[src/rtl/load_store_unit_if.sv]
// load_store_unit_if
//   Bundles the execute-stage request/response handshake and the data memory
//   port of the load/store unit.
//   req_*       : request from execute (valid/ready handshake)
//   resp_*      : one-cycle completion pulse, misaligned flag, load result
//   mem_*       : word-indexed data memory port (read data one cycle late)
//   slave modport  : the load/store unit's view
//   master modport : the requester / memory side view
interface load_store_unit_if;
  logic        req_valid;
  logic        req_ready;
  logic        req_write;
  logic [1:0]  req_size;
  logic        req_signed;
  logic [31:0] req_addr;
  logic [31:0] req_wdata;

  logic        resp_valid;
  logic [31:0] resp_data;
  logic        misaligned;

  logic [31:0] mem_address;
  logic [31:0] mem_write_data;
  logic        mem_read;
  logic        mem_write;
  logic [31:0] mem_read_data;

  modport slave (
    input  req_valid, req_write, req_size, req_signed, req_addr, req_wdata,
    input  mem_read_data,
    output req_ready, resp_valid, resp_data, misaligned,
    output mem_address, mem_write_data, mem_read, mem_write
  );

  modport master (
    output req_valid, req_write, req_size, req_signed, req_addr, req_wdata,
    output mem_read_data,
    input  req_ready, resp_valid, resp_data, misaligned,
    input  mem_address, mem_write_data, mem_read, mem_write
  );
endinterface

[src/rtl/load_store_unit.sv]
// load_store_unit
//   Executes one byte/halfword/word load or store at a time against a
//   word-addressed data memory. Sub-word stores are done read-modify-write.
//   clk   : single clock, all state changes on posedge
//   rst_n : asynchronous active-low reset
//   bus   : load_store_unit_if.slave (request, response and memory port)
//   ALIGN_CHECK : 1 = reject misaligned requests, 0 = force them aligned
//
//   state   | meaning
//   IDLE    | ready for a request; misaligned rejects answered from here
//   RD      | load: memory read strobe
//   LD_DONE | load: extract lane from read data, respond
//   WR      | word store: memory write strobe, respond
//   RMW_RD  | sub-word store: read the containing word
//   RMW_WR  | sub-word store: write merged word, respond
module load_store_unit #(
  parameter bit ALIGN_CHECK = 1'b1
) (
  input logic              clk,
  input logic              rst_n,
  load_store_unit_if.slave bus
);

  typedef enum logic [2:0] {IDLE, RD, LD_DONE, WR, RMW_RD, RMW_WR} state_t;

  state_t      state_q, state_d;
  logic [31:0] addr_q, addr_d;
  logic [1:0]  size_q, size_d;
  logic        signed_q, signed_d;
  logic        write_q, write_d;
  logic [31:0] wdata_q, wdata_d;
  logic        resp_valid_q, resp_valid_d;
  logic [31:0] resp_data_q, resp_data_d;
  logic        misaligned_q, misaligned_d;

  logic        req_bad;
  logic [31:0] req_addr_eff;
  logic [7:0]  byte_v;
  logic [15:0] half_v;
  logic [31:0] load_val;
  logic [31:0] merged;

  // Reserved size is always rejected; other misalignments are either rejected
  // or silently aligned depending on ALIGN_CHECK.
  always_comb begin
    req_bad      = 1'b0;
    req_addr_eff = bus.req_addr;
    case (bus.req_size)
      2'b01: if (bus.req_addr[0]) begin
        if (ALIGN_CHECK) req_bad = 1'b1;
        else             req_addr_eff[0] = 1'b0;
      end
      2'b10: if (|bus.req_addr[1:0]) begin
        if (ALIGN_CHECK) req_bad = 1'b1;
        else             req_addr_eff[1:0] = 2'b00;
      end
      2'b11:   req_bad = 1'b1;
      default: ;
    endcase
  end

  // Little-endian lane extraction and store merge against the read word.
  always_comb begin
    byte_v   = bus.mem_read_data[{addr_q[1:0], 3'b000} +: 8];
    half_v   = bus.mem_read_data[{addr_q[1], 4'b0000} +: 16];
    load_val = bus.mem_read_data;
    merged   = bus.mem_read_data;
    case (size_q)
      2'b00: begin
        load_val = signed_q ? {{24{byte_v[7]}}, byte_v} : {24'h0, byte_v};
        merged[{addr_q[1:0], 3'b000} +: 8] = wdata_q[7:0];
      end
      2'b01: begin
        load_val = signed_q ? {{16{half_v[15]}}, half_v} : {16'h0, half_v};
        merged[{addr_q[1], 4'b0000} +: 16] = wdata_q[15:0];
      end
      default: ;
    endcase
  end

  always_comb begin
    state_d      = state_q;
    addr_d       = addr_q;
    size_d       = size_q;
    signed_d     = signed_q;
    write_d      = write_q;
    wdata_d      = wdata_q;
    resp_valid_d = 1'b0;
    misaligned_d = 1'b0;
    resp_data_d  = resp_data_q;
    case (state_q)
      IDLE: if (bus.req_valid) begin
        addr_d   = req_addr_eff;
        size_d   = bus.req_size;
        signed_d = bus.req_signed;
        write_d  = bus.req_write;
        wdata_d  = bus.req_wdata;
        if (req_bad) begin
          resp_valid_d = 1'b1;
          misaligned_d = 1'b1;
          resp_data_d  = 32'h0;
        end else if (!bus.req_write)     state_d = RD;
        else if (bus.req_size == 2'b10)  state_d = WR;
        else                             state_d = RMW_RD;
      end
      RD:      state_d = LD_DONE;
      LD_DONE: begin
        state_d      = IDLE;
        resp_valid_d = 1'b1;
        resp_data_d  = load_val;
      end
      WR, RMW_WR: begin
        state_d      = IDLE;
        resp_valid_d = 1'b1;
        resp_data_d  = 32'h0;
      end
      RMW_RD:  state_d = RMW_WR;
      default: state_d = IDLE;
    endcase
  end

  always_ff @(posedge clk or negedge rst_n) begin
    if (!rst_n) begin
      state_q      <= IDLE;
      addr_q       <= '0;
      size_q       <= '0;
      signed_q     <= 1'b0;
      write_q      <= 1'b0;
      wdata_q      <= '0;
      resp_valid_q <= 1'b0;
      resp_data_q  <= '0;
      misaligned_q <= 1'b0;
    end else begin
      state_q      <= state_d;
      addr_q       <= addr_d;
      size_q       <= size_d;
      signed_q     <= signed_d;
      write_q      <= write_d;
      wdata_q      <= wdata_d;
      resp_valid_q <= resp_valid_d;
      resp_data_q  <= resp_data_d;
      misaligned_q <= misaligned_d;
    end
  end

  assign bus.req_ready      = (state_q == IDLE);
  assign bus.resp_valid     = resp_valid_q;
  assign bus.resp_data      = resp_data_q;
  assign bus.misaligned     = misaligned_q;
  assign bus.mem_address    = {2'b00, addr_q[31:2]};
  assign bus.mem_read       = (state_q == RD) || (state_q == RMW_RD);
  // write_q is always 1 in the write states; gating keeps the strobe tied to a store.
  assign bus.mem_write      = write_q && ((state_q == WR) || (state_q == RMW_WR));
  assign bus.mem_write_data = (state_q == WR)     ? wdata_q :
                              (state_q == RMW_WR) ? merged  : 32'h0;

endmodule

[src/flat_wrapper.sv]
// flat-port wrapper written by rule: the top's interface ports become plain ports
module load_store_unit_flat 
#(
  parameter bit ALIGN_CHECK = 1'b1
)
  (clk, rst_n, bus_req_valid, bus_req_write, bus_req_size, bus_req_signed, bus_req_addr, bus_req_wdata, bus_mem_read_data, bus_req_ready, bus_resp_valid, bus_resp_data, bus_misaligned, bus_mem_address, bus_mem_write_data, bus_mem_read, bus_mem_write);
  load_store_unit_if bus_i ();
  input logic clk;
  input logic rst_n;
  input wire logic [$bits(bus_i.req_valid)-1:0] bus_req_valid;
  input wire logic [$bits(bus_i.req_write)-1:0] bus_req_write;
  input wire logic [$bits(bus_i.req_size)-1:0] bus_req_size;
  input wire logic [$bits(bus_i.req_signed)-1:0] bus_req_signed;
  input wire logic [$bits(bus_i.req_addr)-1:0] bus_req_addr;
  input wire logic [$bits(bus_i.req_wdata)-1:0] bus_req_wdata;
  input wire logic [$bits(bus_i.mem_read_data)-1:0] bus_mem_read_data;
  output wire logic [$bits(bus_i.req_ready)-1:0] bus_req_ready;
  output wire logic [$bits(bus_i.resp_valid)-1:0] bus_resp_valid;
  output wire logic [$bits(bus_i.resp_data)-1:0] bus_resp_data;
  output wire logic [$bits(bus_i.misaligned)-1:0] bus_misaligned;
  output wire logic [$bits(bus_i.mem_address)-1:0] bus_mem_address;
  output wire logic [$bits(bus_i.mem_write_data)-1:0] bus_mem_write_data;
  output wire logic [$bits(bus_i.mem_read)-1:0] bus_mem_read;
  output wire logic [$bits(bus_i.mem_write)-1:0] bus_mem_write;
  assign bus_i.req_valid = bus_req_valid;
  assign bus_i.req_write = bus_req_write;
  assign bus_i.req_size = bus_req_size;
  assign bus_i.req_signed = bus_req_signed;
  assign bus_i.req_addr = bus_req_addr;
  assign bus_i.req_wdata = bus_req_wdata;
  assign bus_i.mem_read_data = bus_mem_read_data;
  assign bus_req_ready = bus_i.req_ready;
  assign bus_resp_valid = bus_i.resp_valid;
  assign bus_resp_data = bus_i.resp_data;
  assign bus_misaligned = bus_i.misaligned;
  assign bus_mem_address = bus_i.mem_address;
  assign bus_mem_write_data = bus_i.mem_write_data;
  assign bus_mem_read = bus_i.mem_read;
  assign bus_mem_write = bus_i.mem_write;
  load_store_unit #(.ALIGN_CHECK(ALIGN_CHECK)) u_core (.clk(clk), .rst_n(rst_n), .bus(bus_i));
endmodule
[config.mk]
export PLATFORM = sky130hd
export DESIGN_NAME = load_store_unit_flat
export DESIGN_NICKNAME = d
export VERILOG_FILES = /design/src/rtl/load_store_unit_if.sv /design/src/rtl/load_store_unit.sv /design/src/flat_wrapper.sv
export SDC_FILE = /design/constraint.sdc
export NUM_CORES = 1
export LEC_CHECK = 0
export ABC_AREA = 1
export CELL_PAD_IN_SITES_DETAIL_PLACEMENT = 1
export CELL_PAD_IN_SITES_GLOBAL_PLACEMENT = 1
export CORE_MARGIN = 4
export CORE_UTILIZATION = 35
export CTS_CLUSTER_DIAMETER = 120
export CTS_CLUSTER_SIZE = 30
export DETAILED_ROUTE_END_ITERATION = 8
export PLACE_DENSITY = 0.82
export SLEW_MARGIN = 25
export SYNTH_ARGS = -nofsm -noshare
export SYNTH_HDL_FRONTEND = slang
export SYNTH_SLANG_ARGS = --single-unit
[constraint.sdc]
create_clock -name clk -period 6.2 [get_ports clk]
set_clock_uncertainty 0.2 [all_clocks]
set_input_delay 1.24 -clock clk [delete_from_list [all_inputs] [get_ports clk]]
set_output_delay 1.24 -clock clk [all_outputs]
set_load 0.03 [all_outputs]
### Yosys cells after proc, flatten, opt, wreduce, memory -nomap -nowiden

Cells that the tools add are included.

| storage, ports and cells | value |
|---|---|
| bits in registers | 105 |
| bits in latches | 0 |
| memory bits (writable) | 0 |
| bits in read-only memories | 0 |
| bits of input ports | 103 |
| output and inout bits | 101 |
| logic and storage cells | 65 |
| memories kept | 0 |

| cells by class | value |
|---|---|
| add/sub/neg operators | 2 |
| multipliers | 0 |
| divide/modulo/power cells | 0 |
| magnitude comparators | 0 |
| equality and inequality tests | 12 |
| shift-type cells | 6 |
| muxes and demuxes | 24 |
| bitwise operators | 0 |
| reductions and logical operators | 12 |

Operators with widths:

| kind | count |
|---|---|
| $mux 32 | 6 |
| $pmux 32 s2 | 2 |
| $pmux 32 s3 | 1 |
| $bwmux 32 | 2 |
| $shift 16x7->32 const A | 1 |
| $shift 8x7->32 const A | 1 |
| $shiftx 16x7->32 | 1 |
| $shiftx 32x6->16 | 1 |
| $shiftx 32x6->8 | 1 |
| $shiftx 8x7->32 | 1 |
| $neg 5->7 | 2 |
| $mux 3 | 4 |
| $pmux 3 s3 | 1 |
| $eq 3x2->1 const B | 2 |
| $eq 3x3->1 const B | 2 |
| $mux 1 | 6 |
| $eq 2x1->1 const B | 2 |
| $eq 2x2->1 const B | 2 |
| $ne 2x2->1 const B | 2 |
| $reduce_and 2->1 | 2 |
| $reduce_or 2->1 | 2 |
| $eq 3x1->1 const B | 1 |
| $logic_not 3->1 | 1 |
| $pmux 1 s3 | 1 |
| other kinds (8) | 9 |

### Logic depth before layout (Yosys ltp)

| depth | value |
|---|---|
| depth in word-level cells | 6 |
| mapped depth | 11 |
| depth with buffers taken out | 9 |

### Worst setup path before layout

No wires, ideal clock.

| timing path | value |
|---|---|
| path kind | reg-to-output |
| from | reg u_core.addr_q[1] |
| to | out bus_mem_write_data[31] |
| arrival | 2.419 ns |
| required time | 4.760 ns |
| slack | 2.341 ns |
| cell stages (with the launch flop) | 9 |
| buffers on the path | 2 |
| cells stage by stage | dfrtp_1 > buf_2 > inv_2 > clkbuf_1 > ha_1 > or2_0 > o21ai_0 > nand2_1 > o21ai_0 |

| on the way | value |
|---|---|
| cells in the longest elaborated chain, start to end | 6 |
| elaborated cells on any way between the ends | 11 |
| those cells by class | add/sub (2); shift (4); mux (5) |

Ends and longest elaborated chain:

| item | RTL line | text |
|---|---|---|
| from (decl) | load_store_unit.sv:27 | `logic [31:0] addr_q, addr_d;` |
| from (signal assigned) | load_store_unit.sv:135 | `addr_q <= addr_d;` |
| $neg 5->7, on equally long branches | load_store_unit.sv:75, load_store_unit.sv:71 |  |
| $shiftx 16x7->32 (tied with other cells) | load_store_unit.sv:75 | `merged[{addr_q[1], 4'b0000} +: 16] = wdata_q[15:0];` |
| $bwmux 32, on equally long branches | load_store_unit.sv:75, load_store_unit.sv:71 |  |
| $pmux 32 s2 (*) | load_store_unit.sv:68 | `case (size_q)` |
| $mux 32 (*) | load_store_unit.sv:155 | `(state_q == RMW_WR) ? merged : 32'h0;` |
| $mux 32 (*) | load_store_unit.sv:154 | `assign bus.mem_write_data = (state_q == WR) ? wdata_q :` |
| to (decl) | flat_wrapper.sv:22 | `output wire logic [$bits(bus_i.mem_write_data)-1:0] bus_mem_write_data;` |

Every way passes the cells marked *; elsewhere a longest branch is shown, timed or not.

### Worst setup path in the final report

| timing path | value |
|---|---|
| from | reg u_core.addr_q[1] |
| to | out bus_mem_write_data[29] |

Same word-level chain as after synthesis.

==> results.json <==
{
  "crit_fanout": 62,
  "startpoint": "u_core.addr_q[1]",
  "die_w_um": 146,
  "vdd_drop_max_v": 0.000287,
  "fillers": 2451,
  "clk_latency_ns": 0.36,
  "worst_pin_slew_ns": 0.832,
  "clockBufferDepth": 2,
  "ys_ff_latch": 105,
  "synth_compound_area_frac": 0.127,
  "initial_core_util": 0.357,
  "port_buffers": 201,
  "yosysUniqueCellTypes": 28,
  "multi_input_area_um2": 3400,
  "p_leak_nw": 4.29,
  "fin_crit_sh": 0.805,
  "cts.repair.resized": 0,
  "slowest_stage": "clkdlybuf4s50_1",
  "h-tree-depth": 3,
  "cts_root_buf": "clkbuf_16",
  "grt_usage": 0.242,
  "min_path_type": "flop to flop",
  "cts.sinks": 105,
  "cts_made_buffers": 9,
  "drc": 0,
  "yosys.area_share.adder": 0.00934,
  "cp.arrival_ns": 3.55,
  "crit_type": "flop to output port",
  "path_clk_slew_ns": 0.07,
  "dieArea_um2": 21400,
  "ys_warn_count": 0,
  "max_cap_viol_count": 0,
  "worst-path-buf-inv": 3,
  "path_cells": "buf_4 -> ha_1 -> inv_1 -> or2_0 -> o21ai_0 -> nand3_1 -> nand2_1 -> clkdlybuf4s50_1",
  "period_needed_ns": 4.99,
  "coreArea_um2": 18800,
  "die_y_um": 146,
  "critPathMaxStageDelay_ns": 0.67,
  "grt_pass1_vias": 7395,
  "num_vias": 7215,
  "rsz0062_at_grt": "false",
  "powerDensity_nw_per_um2": 536,
  "routed_wl_mm": 26.0,
  "final_nets": 1262,
  "seq_area_um2": 2630,
  "relSlewSlack": 0.445,
  "final_antenna_net_count": 0,
  "critical_path_required_ns": 4.76,
  "setup_viol": 0,
  "dp.cells": 1377,
  "drv_slew": 0,
  "grt_pass1_wl_mm": 41.8,
  "syn2layout_area_growth_pct": 32.3,
  "postCtsHoldBufs": 0,
  "drt_first_pass_iters": 5,
  "drt_iter0_drc": 563,
  "crit_path_end_kind": "output port",
  "cts_tree": "built",
  "final_cell_count_no_fill": 1391,
  "synth_mux_area_frac": 0,
  "io_pins": 204,
  "synth_top_family_by_area": "simple AND/OR/NAND/NOR gates",
  "synthArstFlopShare": 1.00,
  "ys_seq_area_frac": 0.392,
  "antennaDiodeCount": 0,
  "reg2reg_from": "u_core.size_q[0]",
  "worst_setup_path_start_kind": "flop",
  "drive_above_1_share": 0.0354,
  "syn_area_um2": 6700,
  "hold-worst-slack_ns": 0.275,
  "drt-vias-per-instance": 5.19,
  "synth-main-ff-cell": "dfrtp_1",
  "synth-simple-area-share": 0.369,
  "overflow": 0,
  "antenna_found_initial": 0,
  "hp-start": "u_core.addr_q[22]",
  "grt_start_max_net_pins": 65,
  "post_drt_wl_per_cell_um": 18.7,
  "timing.setup.tns_ns": 0,
  "num_rows": 50,
  "timing_hold_violations_final": 0,
  "status": "finished clean",
  "postSynthAreaPerCell_um2": 6.56,
  "synth_edf_count": 0,
  "synth_xor_area_frac": 0,
  "place_congestion": 0.916,
  "cts_setup_buffers": 0,
  "max_freq_mhz": 200,
  "crit_family": "buffers and inverters",
  "hpwlAfterDp_mm": 18.8,
  "synthCells": 1021
}
-- layout make-up --
type | instances | share of cell area
inverters | 45 | 0.0193
well taps | 234 | 0.0330
multi-input cells | 783 | 0.384
flip-flops and latches | 105 | 0.296
clock inverters | 4 | 0.00621
repair buffers | 210 | 0.234
clock buffers | 10 | 0.0270
-- path summary, 6_finish.rpt --
check | to | slack (ns) | cells past startpoint
setup / recovery | bus_mem_write_data[29] | 1.21 | 8
hold / removal | u_core.addr_q[22] | 0.27 | 2
setup reg to reg | u_core.bus.resp_data[17] | 3.39 | 8
hold reg to reg | u_core.addr_q[22] | 0.27 | 2
max in group asynchronous | u_core.addr_q[18] | 3.87 | 2
min in group asynchronous | u_core.bus.resp_data[5] | 0.72 | 1
-- power by group --
group / leakage (nW) / switching (mW) / total [mW] / internal, mW
Sequential: 1.34 / 0.307 / 1.31 / 1.01
Combinational: 2.81 / 1.90 / 2.84 / 0.944
Clock: 0.141 / 0.274 / 0.596 / 0.322
Total: 4.29 / 2.48 / 4.75 / 2.27
-- through the flow --
step,setup slack [ns],total power [mW],utilization,instance area (um2)
after floorplan,2.34,3.19,-,6710
after global placement,1.70,4.09,0.457,8570
after detailed placement,1.68,4.16,0.457,8570
after CTS,1.29,4.78,0.472,8870
after global routing,1.10,5.12,0.472,8870
final,1.21,4.75,0.472,8870
-- metal layers --
layer / global-route usage / wire (um)
met1: 0.330 / 11800
met2: 0.381 / 11600
met3: 0.0630 / 1960
met4: 0.0706 / 726
met5: 0 / 0
-- placed cells by master, fill, tap and decap left out, types with 2 or more instances in the layout --
cell and count:
o21ai_1 6, nand2_1 464, dfrtp_1 105, inv_2 7, buf_4 10, nor2_1 90, nand3_1 53, clkinv_4 2
o211ai_1 38, nand4_1 7, o21ai_0 51, ha_1 5, inv_1 36, conb_1 2, clkbuf_16 9, nor2_2 4
a21oi_1 54, clkdlybuf4s50_1 200
-- sequential cells by signal, indices dropped and copies added (netlist names) --
signal and count:
u_core.bus.misaligned 1, u_core.size_q 2, u_core.bus.resp_valid 1, u_core.addr_q 32, u_core.signed_q 1, u_core.write_q 1
u_core.bus.resp_data 32, u_core.wdata_q 32, u_core.state_q 3
-- worst register-to-register path: stages (launching register included) --
cell	delay (ns)
dfrtp_1	0.69
inv_1	0.15
nor2_2	0.58
buf_4	0.39
nand3_1	0.11
and2_1	0.15
nand2_2	0.26
nand2_1	0.15
nand2_1	0.09
-- synthesized netlist by cell type, types with 2 or more instances --
library cell / count / area share
clkbuf_1: 21 / 0.012
o211ai_1: 38 / 0.043
a21oi_1: 54 / 0.040
nand4_1: 7 / 0.0065
ha_1: 5 / 0.0093
buf_6: 2 / 0.0034
buf_4: 35 / 0.039
o21ai_0: 51 / 0.038
nand2_1: 464 / 0.26
inv_2: 7 / 0.0039
buf_1: 3 / 0.0017
nand3_1: 53 / 0.040
nor2_1: 92 / 0.052
o21ai_1: 6 / 0.0045
buf_2: 28 / 0.021
inv_1: 37 / 0.021
nor2_2: 3 / 0.0028
dfrtp_1: 105 / 0.39
-- logic make-up (layout without fill, tap and decap cells) --
family / after synthesis / count (layout)
AO/OA/AOI/OAI: 150 / 150
adder cells (fa/ha/maj): 5 / 5
buffers and inverters: 134 / 269
flip-flops: 105 / 105
other: 1 / 2
AND/OR/NAND/NOR: 626 / 626
(Power assumes the default switching activity.)
==> variant, RTL diff (config.mk and constraints unchanged) <==
Reset style: synchronous (`rst_n`), changed in one clocked block. Comments in the files are not updated.
--- a/src/rtl/load_store_unit.sv
+++ b/src/rtl/load_store_unit.sv
@@ -120,5 +120,5 @@
   end
 
-  always_ff @(posedge clk or negedge rst_n) begin
+  always_ff @(posedge clk) begin
     if (!rst_n) begin
       state_q      <= IDLE;
Behaviour: differs if rst_n is asserted again (counterexample within 4 cycles, from zero or initial values and one cycle with rst_n low); with rst_n held inactive, the same outputs for 4 cycles.
==> variant against the unedited design <==
  * Worst hold slack worse by 0.022 ns
  * Via count up 1.8%
  * Sequential cell count unchanged
  * Routed wire length up 0.57%
  * Area after synthesis up 1.6%
  * Final area up 0.23%
  * First-iteration DRC count up 26%
  * Setup slack worse by 0.084 ns
Power is not compared: it rests on default switching activity, and its combinational part moved more than twofold at a synthesized area within 25%.
==> variant: results (changes against the unedited design) <==
run status finished clean (unchanged); fill count 2,426 (was 2,451); leading cell types by total area after synthesis sky130_fd_sc_hd__dfxtp_1, sky130_fd_sc_hd__o21ai_0, sky130_fd_sc_hd__a21oi_1 (was sky130_fd_sc_hd__dfrtp_1, sky130_fd_sc_hd__nand2_1, sky130_fd_sc_hd__nor2_1); leading cell types by count after synthesis sky130_fd_sc_hd__nand2_1, sky130_fd_sc_hd__o21ai_0, sky130_fd_sc_hd__a21oi_1 (was sky130_fd_sc_hd__nand2_1, sky130_fd_sc_hd__dfrtp_1, sky130_fd_sc_hd__nor2_1); most used flip-flop cell after synthesis sky130_fd_sc_hd__dfxtp_1 (was sky130_fd_sc_hd__dfrtp_1); internal reg-to-reg setup slack 3.11 ns (was 3.39 ns); # nets final 1,205 (was 1,262); CP max-delay cell sky130_fd_sc_hd__clkdlybuf4s50_1 (unchanged); DRC marker count from the first detailed-route iteration 711 (was 563); remaining number of nets flagged by the antenna check after routing 0 (unchanged); Worst path top cell family by delay buffers and inverters (unchanged); worst hold path stage count 2 (unchanged); maximum root-to-sink buffer count 2 (unchanged); buffer type at the clock tree root sky130_fd_sc_hd__clkbuf_16 (unchanged); clock transition at the register clock pins on the worst setup and hold paths after CTS around 0.080 ns; number of buffers added by the clock tree synthesis step 9 (unchanged); Synth cell types 37 (was 28); share of cells above drive strength 1 0.0953 (was 0.0354); worst flop-to-flop path startpoint u_core.size_q[1] (was u_core.size_q[0]); IR drop worst, VDD 0.140 mV; Total Neg Setup Slack 0 ns (unchanged); critical path's largest stage delay 0.82 ns (was 0.67 ns); maximum number of pins on one net before global-route repair 50 (was 65); Hold Crit Class register to register (unchanged); slew margin rel. 0.288 (was 0.445); post-CTS repair timing setup buffer count 0 (unchanged); origin of the worst min-delay path u_core.wdata_q[18] (was u_core.addr_q[22]); total of warnings raised by yosys 0 (unchanged); antenna violations before repair 0 (unchanged); cell area after placement 0.00855 mm² (was 0.00857 mm²); reg-to-reg endpoint u_core.bus.resp_data[24] (was u_core.bus.resp_data[17]); CTS H-tree lvls 3 (unchanged); WL final 26.2 mm (was 26.0 mm); GPL Wtd Cong 0.928 (was 0.916); Via Count 7,347 (was 7,215); Port Buf Inserts 201 (unchanged); number of global-route vias before repair 7,105 (was 7,395); cells resized by post-CTS repair 0 (unchanged); global-route wire length before repair 41.2 mm (was 41.8 mm); static leakage 0.00327 µW; first-pass detailed-route iteration total 5 (unchanged); source-to-sink clock delay at the later pin of the worst-skew pair 0.36 ns (about the same); Data arrival, critical path 3.63 ns (was 3.55 ns); Ant. Diodes 0 (unchanged); endpoint of the worst hold path u_core.wdata_q[18] (was u_core.addr_q[22]); part of the Yosys area used for sequential elements 0.309 (was 0.392); biggest fanout along the worst timing path 34 (was 62); HPWL after DPL 19.4 mm (was 18.8 mm); number of cell instances on the worst register-to-register path 9 (was 8); asr flop ratio synth 0 (was 1.00); Tot GR Track Use 0.236 (was 0.242)
## variant: cell count changes in the layout (fill, tap and decap cells not counted), moves of 44 or more
cell,change
sky130_fd_sc_hd__a21oi_1,+62
sky130_fd_sc_hd__dfrtp_1,-105
sky130_fd_sc_hd__dfxtp_1,+105
sky130_fd_sc_hd__inv_1,+44
sky130_fd_sc_hd__nand2_1,-332
sky130_fd_sc_hd__o21ai_0,+66
## variant: logic make-up after synthesis
logic type,share of synthesized area
and+or+nand+nor,0.260
AOI/OAI and AO/OA,0.272
other,0.000551
DFF,0.309
buffers and inverters,0.150
adders and majority gates,0.00919
## variant: area by class of cell
type / count / share of cell area
multi-input combinational: 681 / 0.416
clock buffer: 9 / 0.0253
clock inverter: 7 / 0.0121
sequential: 105 / 0.237
tap: 260 / 0.0366
inverter: 89 / 0.0383
timing repair buffer: 211 / 0.235
## variant: report_power, final
group / switching [µW] / internal, µW / leakage (µW)
clock network: 304 / 329 / 0.000160
logic: 380 / 209 / 0.00225
registers: 38.4 / 724 / 0.000861
total: 722 / 1260 / 0.00327
## variant: worst max-delay path by stage
stage	cells after the start	endpoint	slack [ns]	from
after floorplan	11	bus_mem_write_data[6]	2.48	u_core.addr_q[1]
after CTS	7	bus_mem_write_data[11]	1.23	u_core.size_q[1]
after global routing	7	bus_mem_write_data[11]	0.98	u_core.size_q[1]
after global placement	6	bus_mem_write_data[16]	1.58	bus_mem_read_data[16]
final	11	bus_mem_write_data[30]	1.13	u_core.addr_q[0]
after detailed placement	6	bus_mem_write_data[16]	1.60	bus_mem_read_data[16]
## variant: stage by stage
stage | utilization | hold WS [ns] | power, µW | cells | setup slack [ns]
final | 0.470 | 0.252 | 1990 | 1362 | 1.13
after global routing | 0.470 | 0.279 | 2090 | 1362 | 0.977
after CTS | 0.470 | 0.255 | 2000 | 1362 | 1.23
after detailed placement | 0.453 | 0.244 | 1360 | 1346 | 1.60
after global placement | 0.453 | 0.234 | 1350 | 1346 | 1.58
after floorplan | - | 0.225 | 1180 | 985 | 2.48
## variant: tightest hold or removal path, stage by stage, from the launching register on
cell and delay (ns):
sky130_fd_sc_hd__dfxtp_1 0.30, sky130_fd_sc_hd__inv_1 0.06, sky130_fd_sc_hd__a21oi_1 0.05
## variant: routing by layer
metal | track usage | part of all wire | up-vias
li1 | - | - | 3539
met4 | 0.0652 | 0.016 | 0
met5 | 0 | 0 | -
met2 | 0.355 | 0.44 | 306
met3 | 0.0503 | 0.088 | 31
met1 | 0.341 | 0.46 | 3471
